--- src/rtl/grad_syncgen.sv ---
// grad_syncgen: VGA-style timing generator with a four-band horizontal gradation
// test pattern and optional one-pixel-per-frame horizontal scroll.
module grad_syncgen #(
   parameter int H_ACTIVE = 640,
   parameter int H_FP     = 16,
   parameter int H_SYNC   = 96,
   parameter int H_BP     = 48,
   parameter int V_ACTIVE = 480,
   parameter int V_FP     = 10,
   parameter int V_SYNC   = 2,
   parameter int V_BP     = 33,
   parameter int SCROLL   = 0
) (
   input  logic       CLK,
   input  logic       RST,
   output logic [7:0] VGA_R,
   output logic [7:0] VGA_G,
   output logic [7:0] VGA_B,
   output logic       VGA_HS,
   output logic       VGA_VS,
   output logic       VGA_DE,
   output logic       FRAME
);

   localparam int H_TOTAL = H_ACTIVE + H_FP + H_SYNC + H_BP;
   localparam int V_TOTAL = V_ACTIVE + V_FP + V_SYNC + V_BP;

   localparam logic [9:0]  H_MAX   = 10'(H_TOTAL - 1);
   localparam logic [9:0]  V_MAX   = 10'(V_TOTAL - 1);
   localparam logic [9:0]  H_ACT   = 10'(H_ACTIVE);
   localparam logic [9:0]  V_ACT   = 10'(V_ACTIVE);
   localparam logic [9:0]  HS_BEG  = 10'(H_ACTIVE + H_FP);
   localparam logic [9:0]  HS_END  = 10'(H_ACTIVE + H_FP + H_SYNC);
   localparam logic [9:0]  VS_BEG  = 10'(V_ACTIVE + V_FP);
   localparam logic [9:0]  VS_END  = 10'(V_ACTIVE + V_FP + V_SYNC);
   localparam logic [9:0]  OFF_MAX = 10'(H_ACTIVE - 1);
   localparam logic [10:0] H_ACT11 = 11'(H_ACTIVE);

   logic [9:0]  hcnt_q, hcnt_d;
   logic [9:0]  vcnt_q, vcnt_d;
   logic [9:0]  offset_q, offset_d;
   logic [7:0]  r_q, r_d, g_q, g_d, b_q, b_d;
   logic        hs_q, hs_d, vs_q, vs_d, de_q, de_d, frame_q, frame_d;
   logic        h_last, v_last;
   logic [10:0] sum, x;
   logic [7:0]  level;

   always_comb begin
      h_last   = (hcnt_q == H_MAX);
      v_last   = (vcnt_q == V_MAX);
      hcnt_d   = h_last ? '0 : hcnt_q + 10'd1;
      vcnt_d   = vcnt_q;
      offset_d = offset_q;
      if (h_last) begin
         vcnt_d = v_last ? '0 : vcnt_q + 10'd1;
      end
      // Offset only moves at the frame wrap so a frame is never torn mid-scan.
      if (SCROLL != 0 && h_last && v_last) begin
         offset_d = (offset_q == OFF_MAX) ? '0 : offset_q + 10'd1;
      end
   end

   always_comb begin
      sum     = {1'b0, hcnt_q} + {1'b0, offset_q};
      x       = (sum >= H_ACT11) ? sum - H_ACT11 : sum;
      level   = (x < 11'd512) ? x[8:1] : 8'hFF;
      de_d    = (hcnt_q < H_ACT) && (vcnt_q < V_ACT);
      hs_d    = !((hcnt_q >= HS_BEG) && (hcnt_q < HS_END));
      vs_d    = !((vcnt_q >= VS_BEG) && (vcnt_q < VS_END));
      frame_d = (hcnt_q == '0) && (vcnt_q == '0);
      r_d     = '0;
      g_d     = '0;
      b_d     = '0;
      if (de_d) begin
         if (vcnt_q < 10'd120) begin
            r_d = level;
         end else if (vcnt_q < 10'd240) begin
            g_d = level;
         end else if (vcnt_q < 10'd360) begin
            b_d = level;
         end else begin
            r_d = level;
            g_d = level;
            b_d = level;
         end
      end
   end

   always_ff @(posedge CLK or posedge RST) begin
      if (RST) begin
         hcnt_q   <= '0;
         vcnt_q   <= '0;
         offset_q <= '0;
         r_q      <= '0;
         g_q      <= '0;
         b_q      <= '0;
         hs_q     <= 1'b1;
         vs_q     <= 1'b1;
         de_q     <= 1'b0;
         frame_q  <= 1'b0;
      end else begin
         hcnt_q   <= hcnt_d;
         vcnt_q   <= vcnt_d;
         offset_q <= offset_d;
         r_q      <= r_d;
         g_q      <= g_d;
         b_q      <= b_d;
         hs_q     <= hs_d;
         vs_q     <= vs_d;
         de_q     <= de_d;
         frame_q  <= frame_d;
      end
   end

   assign VGA_R  = r_q;
   assign VGA_G  = g_q;
   assign VGA_B  = b_q;
   assign VGA_HS = hs_q;
   assign VGA_VS = vs_q;
   assign VGA_DE = de_q;
   assign FRAME  = frame_q;

endmodule

--- config.mk ---
export PLATFORM = sky130hd
export DESIGN_NAME = grad_syncgen
export DESIGN_NICKNAME = d
export VERILOG_FILES = /design/src/rtl/grad_syncgen.sv
export SDC_FILE = /design/constraint.sdc
export NUM_CORES = 1
export LEC_CHECK = 0
export CAP_MARGIN = 20
export CORE_UTILIZATION = 61
export CTS_BUF_LIST = sky130_fd_sc_hd__clkbuf_4 sky130_fd_sc_hd__clkbuf_8
export CTS_CLUSTER_DIAMETER = 60
export CTS_CLUSTER_SIZE = 20
export DETAILED_ROUTE_END_ITERATION = 6
export PLACE_DENSITY = 0.95
export SLEW_MARGIN = 40
export SYNTH_ARGS = -nofsm -noshare
export SYNTH_HDL_FRONTEND = slang
export SYNTH_SLANG_ARGS = --single-unit
--- constraint.sdc ---
create_clock -name CLK -period 4.5 [get_ports CLK]
set_clock_uncertainty 0.05 [all_clocks]
set_input_delay 0.675 -clock CLK [delete_from_list [all_inputs] [get_ports CLK]]
set_output_delay 0.675 -clock CLK [all_outputs]
set_load 0.03 [all_outputs]
==> impl_results.md, run 1 <==
* Outcome: completed
* Post-Syn Area at between 2000 and 2500 um2
* Slew @ Worst Pin at roughly 660 ps
* Fin crit period at approximately 2200 ps
* Die height at approximately 63 um
* Post-DP HPWL at roughly 2900 um
* CORE AREA at about 3500 um2
* RePlAce Congestion at 0.9193
* Crit share post-route at 0.4944
* Clock insertion delay at the later pin of the skew report at 300 ps
* Internal power at between 600 and 700 uW
* Ys Warns at 0
* Setup TNS at 0 ps
* Yosys reg bits at 48
* Initial Utilization at 0.6609
* Net switching power figure at 143.7 uW
* # fillers at around 220
* FP Rows at 21
* Syn Area/Cell at 11.02 um2
* PnR Total Power at between 700 and 800 uW
* Cell Area, Placed at between 2000 and 3000 um2
* Layout cells sized above 1 at 0.08225
* Post-CTS Setup Repair Bufs at 0
* Sequential share of the synthesized area at 0.5251
* Max_cap viols at 0
* CP endpoint kind: flip-flop
* Worst EP arrival at around 2400 ps
* Area grow syn2layout at 16.54%
* Initial antenna violation count at 0
* Via count at between 1500 and 2000
* Critical Path RT at 4640 ps
* Pin count of the biggest net entering global routing at between 40 and 50
* Flop pwr share at 0.559
* DRT iter0 DRCs at 92
* I/O pin count at 30
* Final WS setup at ~2300 ps
* Drt pass-1 iters at 4
* Pleak at 1.187 nW
* Die footprint at around 4000 um2
* Grt total ovfl at 0
* N_diodes at 0
* Fin. max-slew vios at 0
* H-tree level count at 2
* Vias in the first global route at around 1600
* Slew HR at 0.5530
* Fin. Hold Viols at 0
* Setup violators final at 0
* Most frequent cells in the layout: 46 x dfrtp_1, 29 x clkdlybuf4s50_1, 20 x o21a_1, 14 x nand3_1, 13 x nor2_1
* Maximum buffer depth of the clock tree at 2
* Residual DRC at 0
* Ys async rst share at 1.000
* ANT nets after route at 0
* Post-Place Worst Slack at approximately 2300 ps
* CTS Buf Count at 5
* HP Class: flip-flop to flip-flop
* VDD IR max at 0.1743 mV
* Final Cell Area at about 2700 um2
* Hold_ws at roughly 490 ps
* Syn_nets at 217
* RSZ-0062 raised after global routing: false
* Main synth FF type: dfrtp_1
* Commonest non-fill, non-tap cell in the layout: dfrtp_1
* Switching part of the total at 0.1863
* Total track usage at 0.2479
* Cell count after synthesis at between 200 and 250
* Clock group share of total power at 0.430
* Die span in x at about 63 um
* Clock Sinks at between 40 and 50
* Reg clk slew, reported paths at 80 ps
* Max Fanout on Critical Path at 18
* Comb power frac at 0.011
* Root Buffer: clkbuf_8
* Critical path class: flip-flop to flip-flop
* Layout net count at roughly 240
* Post-CTS Hold Buffers at 0
* Drt total wl at approximately 4400 um
* Resized cells post-CTS at 0
* Number of enable flip-flop cells after synthesis at 0
* First-pass GRT wire length at approximately 7500 um
* Synth unique cells at 47
* Pwr dens at just under 300 nW/um2
* Number of port buffers at 29
* WL per Instance at ~16 um
* Worst Setup Start Kind: flip-flop
* CTS tree: built
* Number of vias per cell at between 5 and 6
* Fmax at approximately 450 MHz
[stage by stage]
stage	util	cells
6_report	0.7702	277
5_1_grt	0.7702	277
4_1_cts	0.7702	277
3_5_place_dp	0.7338	269
3_3_place_gp	0.7330	269
2_1_floorplan	-	208
[cells in the mapped netlist (2+ instances only)]
library cell / instances / area share
and3_1: 8 / 0.022
nor2b_1: 4 / 0.011
nand4_1: 5 / 0.014
and4_1: 2 / 0.0076
o21a_1: 20 / 0.066
xnor2_1: 8 / 0.031
mux2i_1: 2 / 0.0087
clkbuf_1: 2 / 0.0033
a21oi_1: 2 / 0.0044
buf_2: 5 / 0.011
nand3_1: 14 / 0.031
buf_6: 2 / 0.0098
inv_1: 10 / 0.016
a31oi_1: 2 / 0.0055
and2_1: 4 / 0.011
o21ai_0: 10 / 0.022
nor2_1: 13 / 0.021
xor2_1: 3 / 0.011
or2_2: 2 / 0.0055
buf_4: 3 / 0.0098
dfrtp_1: 46 / 0.50
nand2_1: 8 / 0.013
nor3_1: 2 / 0.0044
dfstp_2: 2 / 0.023
ha_1: 7 / 0.038
[power groups by stage]
stage | Combinational (mW) | Sequential [mW] | Clock (mW)
6_report | 0.00887 | 0.431 | 0.332
3_3_place_gp | 0.00891 | 0.440 | 0
3_5_place_dp | 0.00943 | 0.440 | 0
5_1_grt | 0.0108 | 0.431 | 0.358
2_1_floorplan | 0.00630 | 0.440 | 0
4_1_cts | 0.00947 | 0.431 | 0.335
[critical path, cell delays in order, from the launching register on]
cell      delay (ps)
dfrtp_1          530
inv_1            100
ha_1             200
inv_1             50
ha_1             240
o21bai_1         190
o31a_1           490
o21a_1           260
[registers in the layout, summed over array words and instances, names as in the netlist]
register	flops
hcnt_q	10
VGA_B	8
vcnt_q	10
VGA_DE	1
VGA_HS	1
VGA_G	8
VGA_VS	1
FRAME	1
VGA_R	8
[per-layer routing]
| layer | routed length (um) | vias up | GRT usage |
|---|---|---|---|
| li1 | - | 766 | - |
| met1 | 1901 | 812 | 0.3240 |
| met2 | 2171 | 64 | 0.4059 |
| met3 | 229 | 9 | 0.05072 |
| met4 | 74 | 0 | 0.09659 |
| met5 | 0 | - | 0 |
[path summary, 6_finish.rpt]
path,slack [ps],endpoint,cells after the start,startpoint
min,490,VGA_VS$_DFF_PP1_,1,vcnt_q[1]$_DFFE_PP0N_
min in group asynchronous,730,vcnt_q[7]$_DFFE_PP0N_,2,RST
max in group asynchronous,3290,VGA_HS$_DFF_PP1_,2,RST
min reg2reg,490,VGA_VS$_DFF_PP1_,1,vcnt_q[1]$_DFFE_PP0N_
max,2280,VGA_B[0]$_DFF_PP0_,7,hcnt_q[7]$_DFF_PP0_
max reg2reg,2280,VGA_B[0]$_DFF_PP0_,7,hcnt_q[7]$_DFF_PP0_
[cell families after synthesis]
group	synth area share
xor+xnor	0.04203
flops	0.5251
mux	0.008734
buf+inv	0.05895
simple gates	0.1725
compound gates	0.1501
fa+ha+maj	0.04257
[layout make-up]
cell class                 instances  area, um2  area share
clock buffer                       7      96.34     0.03607
clock inverter                     1      30.03     0.01124
inverter                          10      40.04     0.01499
multi-input combinational        136      953.4      0.3569
sequential                        48       1204      0.4506
tap                               46      57.56     0.02155
timing repair buffer              29      290.3      0.1087
(Power assumes the default switching activity.)
==> run 2, diff against run 1 <==
--- a/config.mk
+++ b/config.mk
@@ -6,12 +6,12 @@
 export NUM_CORES = 1
 export LEC_CHECK = 0
 export CAP_MARGIN = 20
-export CORE_UTILIZATION = 61
+export CORE_UTILIZATION = 57
 export CTS_BUF_LIST = sky130_fd_sc_hd__clkbuf_4 sky130_fd_sc_hd__clkbuf_8
 export CTS_CLUSTER_DIAMETER = 60
 export CTS_CLUSTER_SIZE = 20
 export DETAILED_ROUTE_END_ITERATION = 6
-export PLACE_DENSITY = 0.95
+export PLACE_DENSITY = 0.94
 export SLEW_MARGIN = 40
 export SYNTH_ARGS = -nofsm -noshare
 export SYNTH_HDL_FRONTEND = slang
==> constraint.sdc (replaced) <==
create_clock -name CLK -period 2.1 [get_ports CLK]
set_clock_uncertainty 0.05 [all_clocks]
set_input_delay 0.315 -clock CLK [delete_from_list [all_inputs] [get_ports CLK]]
set_output_delay 0.315 -clock CLK [all_outputs]
set_load 0.03 [all_outputs]
==> run 2 against run 1 <==
Against the previous run: worst setup slack got worse by 2200 ps; sequential power rose by 110%; hold slack got worse by 230 ps; sequential share of layout area fell by 0.44 points; critical path type unchanged; largest power group unchanged; highest routed layer unchanged.
==> impl_results.md, run 2 (synthesized netlist as in run 1, its figures left out) <==
* Outcome: completed (unchanged)
* Reg2reg path depth at 7 (unchanged)
* CP endpoint kind: flip-flop (unchanged)
* WL per Instance at 15.78 um (was 15.80 um)
* Worst-path cell chain: inv_1, ha_1, inv_1, ha_1, o21bai_1, o31a_2, o21a_1 (was inv_1, ha_1, inv_1, ha_1, o21bai_1, o31a_1, o21a_1)
* Max incr delay on CP at 470 ps (was 530 ps)
* Most frequent cells in the layout: 46 x dfrtp_1, 29 x clkdlybuf4s50_1, 20 x o21a_1, 14 x nand3_1, 13 x nor2_1 (unchanged)
* Crit share post-route at 0.9508 (was 0.4944)
* Pwr dens at 559.9 nW/um2 (was 288.8 nW/um2)
* # fillers at 270 (was 217)
* N_diodes at 0 (unchanged)
* Initial antenna violation count at 0 (unchanged)
* Setup violators final at 0 (unchanged)
* Total track usage at 0.2482 (was 0.2479)
* CP max stage cell: o31a_2 (was dfrtp_1)
* Clock Sinks at 48 (unchanged)
* Residual DRC at 0 (unchanged)
* Commonest non-fill, non-tap cell in the layout: dfrtp_1 (unchanged)
* Hold_ws at 257.1 ps (was 485.2 ps)
* Slew @ Worst Pin at 522.4 ps (was 661.2 ps)
* Root Buffer: clkbuf_8 (unchanged)
* RePlAce Congestion at 0.8171 (was 0.9193)
* Maximum buffer depth of the clock tree at 2 (unchanged)
* CTS tree: built (unchanged)
* Clock insertion delay at the later pin of the skew report at 300 ps (about the same)
* PnR Total Power at 1.511 mW (was 771.5 uW)
* Post-DP HPWL at 3182 um (was 2943 um)
* Final Cell Area at 2698 um2 (was 2671 um2)
* DRT iter0 DRCs at 161 (was 92)
* Initial Utilization at 0.6078 (was 0.6609)
* Drt pass-1 iters at 4 (unchanged)
* Pin count of the biggest net entering global routing at 32 (was 49)
* VDD IR max at 0.3431 mV (was 0.1743 mV)
* H-tree level count at 2 (unchanged)
* Post-CTS Setup Repair Bufs at 0 (unchanged)
* Die span in x at 65.42 um (was 63.30 um)
* Grt total ovfl at 0 (unchanged)
* CORE AREA at 3771 um2 (was 3468 um2)
* Fin. Hold Viols at 0 (unchanged)
* FP Rows at 22 (was 21)
* Drt total wl at 4496 um (was 4376 um)
* Reg2reg start: hcnt_q[7]$_DFF_PP0_ (unchanged)
* Critical path's top delay family: compound AO/OA/AOI/OAI gates (unchanged)
* Vias in the first global route at 1615 (was 1553)
* RSZ-0062 raised after global routing: true (was false)
* Via count at 1656 (was 1651)
* CTS Buf Count at 5 (unchanged)
* Reg clk slew, reported paths at 80 ps (about the same)
* Layout cells sized above 1 at 0.1097 (was 0.08225)
* Critical R2R Capture: VGA_R[3]$_DFF_PP0_ (was VGA_B[0]$_DFF_PP0_)
* Worst Setup Start Kind: flip-flop (unchanged)
* Cell Area, Placed at 2603 um2 (was 2545 um2)
* Fin. max-slew vios at 0 (unchanged)
* Fin crit period at 1997 ps (was 2225 ps)
* Critical path class: flip-flop to flip-flop (unchanged)
* Setup TNS at 0 ps (unchanged)
* Max Fanout on Critical Path at 18 (unchanged)
* Slew HR at 0.6511 (was 0.5530)
* I/O pin count at 30 (unchanged)
* ANT nets after route at 0 (unchanged)
* Max_cap viols at 0 (unchanged)
* Die height at 65.42 um (was 63.30 um)
* Worst EP arrival at 2140 ps (was 2370 ps)
* Worst Setup SP: hcnt_q[7]$_DFF_PP0_ (unchanged)
* Pleak at 1.208 nW (was 1.187 nW)
* HP Class: input port to asynchronous set/reset pin (was flip-flop to flip-flop)
* Placed Cells at 277 (was 269)
* Largest regs: hcnt_q (10), vcnt_q (10) (unchanged)
* First-pass GRT wire length at 7707 um (was 7458 um)
* Bufs and invs on worst path at 2 (unchanged)
* Final cell count without fillers at 285 (was 277)
* Number of port buffers at 29 (unchanged)
* Reg2Reg Setup Slack at 100 ps (was 2280 ps)
* Die footprint at 4279 um2 (was 4007 um2)
* Number of vias per cell at 5.811 (was 5.960)
* Critical Path RT at 2240 ps (was 4640 ps)
* Area grow syn2layout at 17.69% (was 16.54%)
* Layout net count at 245 (was 239)
* Fmax at 500.8 MHz (was 449.5 MHz)
-- run 2: cell type report --
| class | count | area [um2] | area share |
|---|---|---|---|
| multi-input cells | 136 | 955.9 | 0.3544 |
| flip-flops and latches | 48 | 1204 | 0.4462 |
| well taps | 48 | 60.06 | 0.02226 |
| clock buffers | 6 | 82.58 | 0.03061 |
| repair buffers | 35 | 347.8 | 0.1289 |
| inverters | 10 | 37.54 | 0.01391 |
| clock inverters | 2 | 10.01 | 0.003711 |
-- run 2: repair_timing --
action,in CTS,in global routing
hold buffers,0,0
gates resized for setup,0,3
endpoints found under the hold margin,0,0
endpoints found under the setup margin,0,22
-- run 2: power by group --
group / internal (mW) / switching [mW]
Combinational: 0.00554 / 0.0176
Sequential: 0.923 / 0
Clock: 0.263 / 0.301
Total: 1.19 / 0.319
-- run 2: worst max-delay path by stage --
stage	endpoint	cells past startpoint
detailed placement	VGA_R[3]$_DFF_PP0_	7
floorplan	VGA_G[2]$_DFF_PP0_	10
CTS	VGA_R[3]$_DFF_PP0_	7
finish	VGA_R[3]$_DFF_PP0_	7
global placement	VGA_B[0]$_DFF_PP0_	7
global route	VGA_R[3]$_DFF_PP0_	7
-- run 2: routing by layer --
layer | track usage | part of all wire
met3 | 0.07118 | 0.048
met5 | 0 | 0
met4 | 0.1168 | 0.028
met1 | 0.3172 | 0.43
met2 | 0.3879 | 0.49
-- run 2: per-stage QoR --
stage,worst slack [ps],utilization
final,103.3,0.7153
after CTS,29.47,0.7147
after floorplan,60.66,-
after global routing,-0.9428,0.7153
after detailed placement,65.68,0.6901
after global placement,149.5,0.6901
